==> src/rtl/ram_byte_streamer.sv <==
// ram_byte_streamer: read-only drain engine on the second RAM port.
// Fetches encoded bitstream words from RAM and emits them as a
// little-endian byte stream over a valid/ready handshake. Software starts
// a transfer with a word address and byte count, then polls busy/done/error.
module ram_byte_streamer #(
  parameter int WIDTH = 32,
  parameter int BASE  = 206800,
  parameter int DEPTH = 206800,
  parameter int LEN_W = 20
) (
  input  logic             clk,
  input  logic             nrst,
  input  logic             start,
  input  logic [WIDTH-1:0] base_addr,
  input  logic [LEN_W-1:0] byte_len,
  output logic             busy,
  output logic             done,
  output logic             error,
  output logic [WIDTH-1:0] ram_address,
  input  logic [WIDTH-1:0] ram_rdata,
  output logic             ram_enw,
  output logic [WIDTH-1:0] ram_wdata,
  output logic [7:0]       out_data,
  output logic             out_valid,
  input  logic             out_ready
);

  // Address window, one bit wider than the address so the +1 past the
  // last word cannot wrap around and look valid.
  localparam logic [WIDTH:0] LP_FIRST = (WIDTH + 1)'(BASE);
  localparam logic [WIDTH:0] LP_LAST  = (WIDTH + 1)'(BASE + DEPTH - 1);

  typedef enum logic [2:0] {
    S_IDLE  = 3'd0,
    S_CHECK = 3'd1,
    S_FETCH = 3'd2,
    S_SEND  = 3'd3,
    S_FIN   = 3'd4,
    S_ERR   = 3'd5
  } state_t;

  // Little-endian byte lane select: lane 0 is bits 7:0.
  function automatic logic [7:0] byte_sel(input logic [WIDTH-1:0] word,
                                          input logic [1:0]       idx);
    logic [7:0] b;
    case (idx)
      2'd0:    b = word[7:0];
      2'd1:    b = word[15:8];
      2'd2:    b = word[23:16];
      2'd3:    b = word[31:24];
      default: b = 8'h00;
    endcase
    return b;
  endfunction

  state_t           r_state;
  logic [WIDTH-1:0] r_addr;
  logic [WIDTH-1:0] r_ram_addr;
  logic [WIDTH-1:0] r_word;
  logic [1:0]       r_idx;
  logic [LEN_W-1:0] r_rem;
  logic             r_busy;
  logic             r_done;
  logic             r_error;
  logic             r_valid;
  logic [7:0]       r_data;

  state_t           w_next_state;
  logic [WIDTH-1:0] w_addr_n;
  logic [WIDTH-1:0] w_ram_addr_n;
  logic [WIDTH-1:0] w_word_n;
  logic [1:0]       w_idx_n;
  logic [LEN_W-1:0] w_rem_n;
  logic [7:0]       w_data_n;

  logic             w_hs;
  logic [LEN_W-1:0] w_rem_dec;
  logic [WIDTH:0]   w_addr_ext;
  logic [WIDTH:0]   w_addr_inc;
  logic [1:0]       w_idx_inc;

  assign w_hs       = r_valid & out_ready;
  assign w_rem_dec  = r_rem - LEN_W'(1);
  assign w_addr_ext = {1'b0, r_addr};
  assign w_addr_inc = {1'b0, r_addr} + (WIDTH + 1)'(1);
  assign w_idx_inc  = r_idx + 2'd1;

  // State register.
  always_ff @(posedge clk or negedge nrst) begin
    if (!nrst) begin
      r_state <= S_IDLE;
    end else begin
      r_state <= w_next_state;
    end
  end

  // Next-state and datapath-update decode.
  always_comb begin
    w_next_state = r_state;
    w_addr_n     = r_addr;
    w_ram_addr_n = r_ram_addr;
    w_word_n     = r_word;
    w_idx_n      = r_idx;
    w_rem_n      = r_rem;
    w_data_n     = r_data;
    case (r_state)
      S_IDLE: begin
        if (start) begin
          w_next_state = S_CHECK;
          w_addr_n     = base_addr;
          w_rem_n      = byte_len;
        end else begin
          w_next_state = S_IDLE;
        end
      end
      S_CHECK: begin
        if (r_rem == '0) begin
          w_next_state = S_FIN;
        end else if ((w_addr_ext < LP_FIRST) || (w_addr_ext > LP_LAST)) begin
          w_next_state = S_ERR;
        end else begin
          w_next_state = S_FETCH;
          w_ram_addr_n = r_addr;
        end
      end
      S_FETCH: begin
        // ram_address already presents r_addr; capture the word and lane 0.
        w_word_n     = ram_rdata;
        w_idx_n      = 2'd0;
        w_data_n     = byte_sel(ram_rdata, 2'd0);
        w_next_state = S_SEND;
      end
      S_SEND: begin
        if (w_hs) begin
          w_rem_n = w_rem_dec;
          if (w_rem_dec == '0) begin
            w_next_state = S_FIN;
          end else if (r_idx == 2'd3) begin
            w_addr_n = w_addr_inc[WIDTH-1:0];
            if (w_addr_inc > LP_LAST) begin
              w_next_state = S_ERR;
            end else begin
              w_next_state = S_FETCH;
              w_ram_addr_n = w_addr_inc[WIDTH-1:0];
            end
          end else begin
            w_idx_n      = w_idx_inc;
            w_data_n     = byte_sel(r_word, w_idx_inc);
            w_next_state = S_SEND;
          end
        end else begin
          // Stalled: hold the presented byte.
          w_next_state = S_SEND;
        end
      end
      S_FIN: begin
        w_next_state = S_IDLE;
      end
      S_ERR: begin
        w_next_state = S_IDLE;
      end
      default: begin
        w_next_state = S_IDLE;
      end
    endcase
  end

  // Datapath registers: word address, RAM address, buffer, index, count, byte.
  always_ff @(posedge clk or negedge nrst) begin
    if (!nrst) begin
      r_addr     <= '0;
      r_ram_addr <= WIDTH'(BASE);
      r_word     <= '0;
      r_idx      <= 2'd0;
      r_rem      <= '0;
      r_data     <= 8'h00;
    end else begin
      r_addr     <= w_addr_n;
      r_ram_addr <= w_ram_addr_n;
      r_word     <= w_word_n;
      r_idx      <= w_idx_n;
      r_rem      <= w_rem_n;
      r_data     <= w_data_n;
    end
  end

  // Registered status and stream-valid flags, decoded from the next state.
  always_ff @(posedge clk or negedge nrst) begin
    if (!nrst) begin
      r_busy  <= 1'b0;
      r_done  <= 1'b0;
      r_error <= 1'b0;
      r_valid <= 1'b0;
    end else begin
      r_busy  <= (w_next_state != S_IDLE);
      r_done  <= (w_next_state == S_FIN);
      r_error <= (w_next_state == S_ERR);
      r_valid <= (w_next_state == S_SEND);
    end
  end

  assign busy        = r_busy;
  assign done        = r_done;
  assign error       = r_error;
  assign out_valid   = r_valid;
  assign out_data    = r_data;
  assign ram_address = r_ram_addr;
  assign ram_enw     = 1'b0;
  assign ram_wdata   = '0;

endmodule
==> config.mk <==
export PLATFORM = sky130hd
export DESIGN_NAME = ram_byte_streamer
export DESIGN_NICKNAME = d
export VERILOG_FILES = /design/src/rtl/ram_byte_streamer.sv
export SDC_FILE = /design/constraint.sdc
export NUM_CORES = 1
export LEC_CHECK = 0
export CAP_MARGIN = 30
export CORE_ASPECT_RATIO = 2
export CORE_UTILIZATION = 40
export DETAILED_ROUTE_END_ITERATION = 12
export GPL_ROUTABILITY_DRIVEN = 0
export MAX_ROUTING_LAYER = met4
export PLACE_DENSITY = 0.68
export SYNTH_ARGS = -nofsm -noshare
export SYNTH_HDL_FRONTEND = slang
export SYNTH_SLANG_ARGS = --single-unit
==> constraint.sdc <==
create_clock -name clk -period 3.6 [get_ports clk]
set_input_delay 0.54 -clock clk [delete_from_list [all_inputs] [get_ports clk]]
set_output_delay 0.54 -clock clk [all_outputs]
set_load 0.01 [all_outputs]
# Word level (Yosys, flattened, before mapping)
# Index checks and enable logic that the tools add are counted.
[totals]
regBits = 133
input_bits = 88
out_inout_bits = 77
elab_cells = 81
[classes]
n_addsub = 3
magnitude_cmp = 3
eq_ne = 18
n_mux = 32
bitwise_logic = 1
reduce_logical = 13
[ops]
columns = ["op", "n"]
rows = [
  ["$mux 32", 10],
  ["$pmux 32 s2", 2],
  ["$logic_not 20->1", 2],
  ["$mux 20", 2],
  ["$pmux 20 s2", 1],
  ["$add 32x1->33 const B", 1],
  ["$gt 33x19->1 const B", 1],
  ["$gt 32x19->1 const B", 1],
  ["$lt 32x18->1 const B", 1],
  ["$pmux 8 s4", 1],
  ["$mux 8", 3],
  ["$sub 20x1->20 const B", 1],
  ["$mux 3", 6],
  ["$ne 2x2->1 const B", 8],
  ["$pmux 8 s2", 1],
  ["$pmux 3 s4", 1],
  ["$eq 3x2->1 const B", 3],
  ["$reduce_and 7->1", 1],
  ["$eq 2x2->1 const B", 3],
  ["$eq 3x3->1 const B", 2],
  ["$mux 2", 3],
  ["$reduce_bool 2->1", 3],
  ["$reduce_and 5->1", 1],
  ["$pmux 2 s2", 1],
  ["11 further kinds", 11],
]

# Logic depth before layout (Yosys ltp)
# Gate-level depths: netlist of the first run.
[logic_depth]
ltp_word = 8
ltp_mapped = 15
mapped_depth_nobuf = 11

# Worst setup path before layout of the first run
# OpenSTA, ideal clock, no wires.
[synth_path]
kind = "reg-to-reg"
from = "register r_rem[0]"
to = "register r_ram_addr[11], in the netlist ram_address[11]"
setup_ns = 0.125
t_arrival_ns = 3.321
t_required_ns = 3.475
path_slack_ns = 0.154
path_stages_with_launch = 15
path_buffers = 3
synth_period_minus_slack_ns = 3.446
cell_sequence = "dfrtp_1 > inv_1 > ha_1 > buf_2 > or4b_4 > or3_1 > buf_6 > nor4_4 > xnor2_1 > nand4_2 > nor3_4 > a211oi_4 > o2111ai_4 > buf_6 > mux2_4"
[synth_between]
elab_chain_cells = 4
word_cells_on_any_way = 6
cone_classes = "1 x add/sub; 2 x eq/ne; 3 x reduce/logical"
[synth_rtl]
columns = ["item", "line_no", "source"]
rows = [
  ["start: declaration", "61", "logic [LEN_W-1:0] r_rem;"],
  ["start signal: assignment", "182", "r_rem <= w_rem_n;"],
  ["$sub 20x1->20", "83", "assign w_rem_dec = r_rem - LEN_W'(1);"],
  ["$logic_not 20->1", "136", "if (w_rem_dec == '0) begin"],
  ["$ne 2x2->1 (no line)", "-", ""],
  ["$reduce_and 7->1 (no line) *", "-", ""],
  ["end signal: assignment", "172", "r_ram_addr <= WIDTH'(BASE);"],
  ["end signal: assignment", "179", "r_ram_addr <= w_ram_addr_n;"],
  ["end: declaration", "58", "logic [WIDTH-1:0] r_ram_addr;"],
]
# Every way passes the cells marked *; elsewhere a longest branch is shown, timed or not.
# A chain may end at the register's enable or synchronous reset.

# Worst setup path after layout of the first run
[layout_path]
from = "register r_rem[1]"
to = "register r_ram_addr[18], in the netlist ram_address[18]"
# Same word-level chain as after synthesis.

==> results of run 1 <==
[worst max path at each step]
| stage | slack (ps) | depth (start not counted) | end | from |
|---|---|---|---|---|
| 6_report | 210 | 12 | ram_address[18] | r_rem[1] |
| 5_1_grt | 20 | 12 | ram_address[2] | r_rem[0] |
| 4_1_cts | 80 | 11 | out_data[2] | r_rem[0] |
| 3_5_place_dp | 80 | 11 | out_data[4] | r_rem[0] |
| 3_3_place_gp | 150 | 11 | out_data[6] | r_rem[0] |
| 2_1_floorplan | 150 | 14 | ram_address[11] | r_rem[0] |
[critical path, delay by kind of cell, from the launching register on]
kind                     cells  cell delay [ps]
AND/OR/NAND/NOR              5             1610
buffers and inverters        2              350
adder cells (fa/ha/maj)      1              170
XOR/XNOR                     1              180
multiplexers                 1              310
flip-flops                   1              390
AO/OA/AOI/OAI                2              240
[report_power, final]
| group | switching [mW] | total [mW] | leakage [nW] | internal (mW) |
|---|---|---|---|---|
| clock network | 0.666 | 1.82 | 0.307 | 1.15 |
| logic | 1.87 | 3.62 | 2.44 | 1.75 |
| registers | 0.673 | 2.73 | 1.50 | 2.05 |
[routing by layer]
metal	vias to the layer above	GRT usage, %
met5	-	-
met4	0	12.6
met3	60	3.34
met2	236	44.3
met1	3477	23.6
li1	3430	-
[synthesized netlist by cell type (all sizes together) (4+ instances only)]
cell type	number
a211o	4
a211oi	5
a21oi	81
a222oi	8
a22oi	5
a2bb2oi	7
a31oi	7
and2	19
and3	18
and4	4
buf	56
clkbuf	52
dfrtp	116
dfstp	9
ha	9
inv	17
mux2	49
nand2	82
nand2b	4
nand3	33
nand4	19
nor2	75
nor2b	5
nor3	12
nor4	15
o21ai	80
o22ai	20
or2	4
or3	7
xnor2	17
xor2	13
[logic make-up after synthesis]
group / count (synthesis) / synth area share [%]
buffers and inverters: 125 / 8.12
AO/OA/AOI/OAI: 246 / 19.2
AND/OR/NAND/NOR: 311 / 20.2
adder cells (fa/ha/maj): 9 / 1.42
flip-flops: 125 / 39.7
other: 1 / 0.0474
XOR/XNOR: 30 / 3.32
multiplexers: 51 / 7.94
[flip-flops by register name, summed over array words and instances (netlist names)]
signal / flops
r_addr: 32
ram_address: 32
r_word: 24
r_rem: 20
out_data: 8
r_state: 3
r_idx: 2
busy: 1
done: 1
error: 1
out_valid: 1
[area by class of cell]
class	instances	area share [%]
Multi-Input combinational cell	680	41.8
Clock buffer	20	4.57
Timing Repair Buffer	190	17.6
Inverter	17	0.625
Clock inverter	12	1.57
Tap cell	259	3.17
Sequential cell	125	30.7
[timing repair]
action | in CTS | in global routing
resized for setup | 0 | 3
endpoints found under the setup margin | 0 | 31
buffers inserted | 0 | 3
==> key figures, run 1 <==
STA
  • Final setup TNS: 0 ps
  • Relative max-transition margin: 51.9%
  • Final Setup Violations: 0
  • Worst slew pin tran: 722 ps
  • Clock period minus worst slack: 3390 ps
  • Worst-case clock skew: 9.17 ps
  • Max Slew Vio Count: 0
  • Worst hold slack: 164 ps
  • Peak Freq: 295 MHz
  • Setup ws final: 211 ps
  • Fin crit share: 94.1%
  • RSZ-0062 raised after global routing: no
  • Final hold violation count: 0

Finish
  • Post-Layout Cell Count: 1303
  • Layout Nets: 1128
  • Commonest non-fill, non-tap cell in the layout: clkdlybuf4s50_1
  • Layout Cell Area excl Fill: 10200 um^2
  • Seq. cell area: 3140 um^2
  • Final core occ: 52.7%
  • Diode count: 0
  • Multi-input gate area: 4270 um^2
  • Area Growth Syn to Fin: 29.2%
  • Fillers: 1785
  • Layout cell share with drive strength beyond 1: 16.5%
  • Most frequent cells in the layout: 130 x clkdlybuf4s50_1, 116 x dfrtp_1, 81 x a21oi_1

Clock network
  • CTS tree: built
  • Root buffer cell: clkbuf_16
  • Worst-Skew Late Latency: 420 ps
  • Max H-tree Level: 4
  • Clk sinks: 125
  • Num CTS Buffers: 17
  • Clk pin slew, worst setup/hold paths: 60 ps
  • CTS hold repair buffers: 0
  • Clock Tree Buf Depth: 2

Critical path
  • Worst Path Required: 3900 ps
  • Largest stage delay, worst path: 500 ps
  • Crit path DAT: 3690 ps
  • Worst reg2reg path endpoint: ram_address[18]
  • Reg-to-Reg Start: r_rem[1]
  • Reg2Reg Setup Slack: 210 ps
  • Kind of critical path: register to register
  • Startpoint Class: register
  • Slowest cell on crit path: or4b_4
  • Worst R2R Path Depth: 12
  • CP Cell Sequence: inv_1, ha_1, or4b_4, or3_1, nor4_4, xnor2_1, nand4_2, nor3_4, a211oi_4, o2111ai_4, buf_12, mux2_4
  • Crit Path Max Fanout: 19
  • CP endpoint kind: register

Power
  • Worst vdd ir: 377 uV
  • P_leak: 4.25 nW
  • Pwr/cell area: 800 nW/um^2
  • Overall power: 8.17 mW

Yosys
  • Gate Count Post-Synth: 898
  • Unique masters post-synth: 72
  • Post-Synthesis Cell Area: 7910 um^2
  • Synth area leader: dfrtp_1
  • Syn_area_per_cell: 8.80 um^2
  • FFs w/ async S/R, synth: 100%
  • Post-synth EDFFs: 0
  • Number of synthesized register bits: 125
  • Largest cells by area after synthesis: dfrtp_1 37%, a21oi_1 5.1%, o21ai_0 4.9%, mux2_2 4.8%, nand2_1 3.9%
  • Sequential cell area fraction in the yosys report: 39.7%
  • Ys Warns: 0
  • Post-synth top flop: dfrtp_1
  • Yosys top cell area share: 36.7%

Detailed routing
  • Initial drt markers: 385
  • Top routing layer in use: met4
  • Drt drc: 0
  • Routed WL per cell: 17.5 um
  • First-pass detailed-route iteration total: 8
  • Wl on met1: 8.20 mm
  • Routed WL: 22.8 mm
  • DR vias: 7203
  • Routed met2 length: 12.9 mm
  • Vias per cell: 5.53
  • Met3 wire len: 827 um
  • Antenna Nets Post-Route: 0

Die
  • DIE WIDTH: 101 um
  • Initial core utilization: 40.8%
  • Core Region: 19400 um^2
  • Die height: 201 um
  • Row count: 72
  • IO Count: 165
  • Die area: 20400 um^2

GRT
  • First-pass GRT wire length: 36.6 mm
  • Total Routing Usage GR: 24.0%
  • Number of global-route vias before repair: 7261
  • Initial antenna violation count: 0
  • Largest net degree at the start of global routing: 67
  • GRT overflow: 0

Hold path
  • Type of the worst min-delay path: primary input to asynchronous set/reset pin

Status
  • Status: completed

Placement
  • Place WS: 84.6 ps
  • Number of port buffers: 131
  • Placed insts: 1268
  • Post-DP HPWL: 16.9 mm
  • DP Area: 9550 um^2

Run
  • Max Cap Violations: 0
Power figures use the tool's default switching activity.
==> inputs of run 2 (changes only) <==
--- a/config.mk
+++ b/config.mk
@@ -12,6 +12,7 @@
 export GPL_ROUTABILITY_DRIVEN = 0
 export MAX_ROUTING_LAYER = met4
 export PLACE_DENSITY = 0.68
+export SLEW_MARGIN = 20
 export SYNTH_ARGS = -nofsm -noshare
 export SYNTH_HDL_FRONTEND = slang
 export SYNTH_SLANG_ARGS = --single-unit
==> results of run 2 <==
The final DEF is identical to that of run 1; final timing and power are the same.
==> variant: new RTL, flow settings as in run 1 <==
Set the parameter `WIDTH` to 64 (it was 32).
--- a/src/rtl/ram_byte_streamer.sv
+++ b/src/rtl/ram_byte_streamer.sv
@@ -3,7 +3,7 @@
 // little-endian byte stream over a valid/ready handshake. Software starts
 // a transfer with a word address and byte count, then polls busy/done/error.
 module ram_byte_streamer #(
-  parameter int WIDTH = 32,
+  parameter int WIDTH = 64,
   parameter int BASE  = 206800,
   parameter int DEPTH = 206800,
   parameter int LEN_W = 20
Ports: changed (resized base_addr, ram_address, ram_rdata and ram_wdata); port bits go from 165 to 293. The function was not compared with the original's and may differ.
==> variant against run 1 <==
The flow now finishes with violations (setup timing); final area grew 62%; sequential cell count grew 72; via count grew 73%; global-route usage grew 2.9 points; worst hold slack lost 2.5 ps; routed wire length grew 86%; synthesized area grew 59%; first-iteration DRC count grew 130%; worst setup slack lost 210 ps; critical path type unchanged; total power grew 51%; critical endpoint is now ram_address[11]$_DFFE_PN0P_; count of clock-buffer cells in the layout shrank 3; highest routed layer unchanged.
==> variant: results (changes against run 1) <==
Status -> complete, but fails checks
Failing checks -> setup timing
Fin nets -> 1902 (+69%)
Global-route track usage on met1 -> 27.2% (+3.6 points)
Sequential share of cell area -> 29.9% (-0.79 points)
Skew final -> 10.5 ps (+1.30 ps)
Cell Int Power -> 6.88 mW (+39%)
GR Layer Usage met3 -> 4.28% (+0.93 points)
Dpl cells -> 2128 (+68%)
Global Route Usage Sum -> 26.9% (+2.9 points)
Inverters -> 27 (+10)
Port Buf Inserts -> 195 (+49%)
Metal3 WL -> 2230 microns (+170%)
Lkg Pwr -> 6.78 nW (+60%)
Multi-input gates -> 1124 (+65%)
Clock-cell share -> 3.54% (-2.6 points)
Most frequent cells after synthesis -> dfrtp_1 (188), a21oi_1 (147), nand2_1 (131)
Worst r2r dst -> ram_address[11]$_DFFE_PN0P_
Vias per std cell -> 5.72 (+3.5%)
Area after DPL -> 15600 sq um (+63%)
Min Hold Slack -> 162 ps (-2.51 ps)
Setup WS pre-CTS -> -17.8 ps (-102 ps)
Share of layout cells above drive strength 1 -> 19.4% (+2.9 points)
Maximum vdd drop -> 0.000542 V (+44%)
Clock slew at reported path FFs -> 80 ps (+20 ps)
Setup_tns -> -11.6 ps (-11.6 ps)
Mapped Cells -> 1468 (+63%)
Yosys cell types -> 82 (+14%)
Largest cells by area after synthesis -> dfrtp_1 (37%), a21oi_1 (5.9%), buf_4 (4.8%), o21ai_0 (4.3%), nand2_1 (3.9%)
Grt met2 use -> 47.5% (+3.2 points)
Antenna violations before repair -> 1 (+1)
Final Util -> 53.5% (+0.81 points)
Min setup slack post-route -> -3.37 ps (-214 ps)
DP Wirelength -> 31000 microns (+84%)
Worst Hold Class -> in -> async
Worst-Margin Slew -> 873 ps (+152 ps)
Vias -> 12437 (+73%)
Signal buffers -> 374 (+97%)
Core area -> 30900 sq um (+59%)
Setup slack, reg-to-reg -> -3 ps (-210 ps)
Final setup viols -> 7 (+7)
CTS sink cnt -> 197 (+58%)
FF-to-FF Start -> r_addr[24]$_DFFE_PN0P_
Sequential-to-total area share from yosys stat -> 39.4% (-0.34 points)
Global-route wire length before repair -> 64500 microns (+76%)
Fillcell total -> 2837 (+59%)
Signal buf overhead -> 20.9% (+3.4 points)
==> variant: power by group through the flow <==
stage | Combinational [mW] | Sequential, mW | Clock (mW)
floorplan | 4.10 | 3.65 | 0
global placement | 5.92 | 3.96 | 0
detailed placement | 6.03 | 4.00 | 0
CTS | 6.06 | 3.97 | 2.00
global route | 6.94 | 4.13 | 2.07
finish | 6.37 | 4.02 | 1.93
==> variant: logic make-up after synthesis <==
logic type / after synthesis / synth area share [%]
mux: 57 / 5.33
fa+ha+maj: 9 / 0.897
flops: 197 / 39.4
xor+xnor: 37 / 2.58
compound gates: 373 / 17.7
simple gates: 583 / 24.9
buf+inv: 211 / 9.21
other cells: 1 / 0.0299
==> variant: timing repair <==
action                     CTS  global route
hold buffers                 0             0
cloned                       0             4
buffers inserted             0             9
pin swaps                    0            13
setup endpoints to repair   25            79
resized for setup            2            46
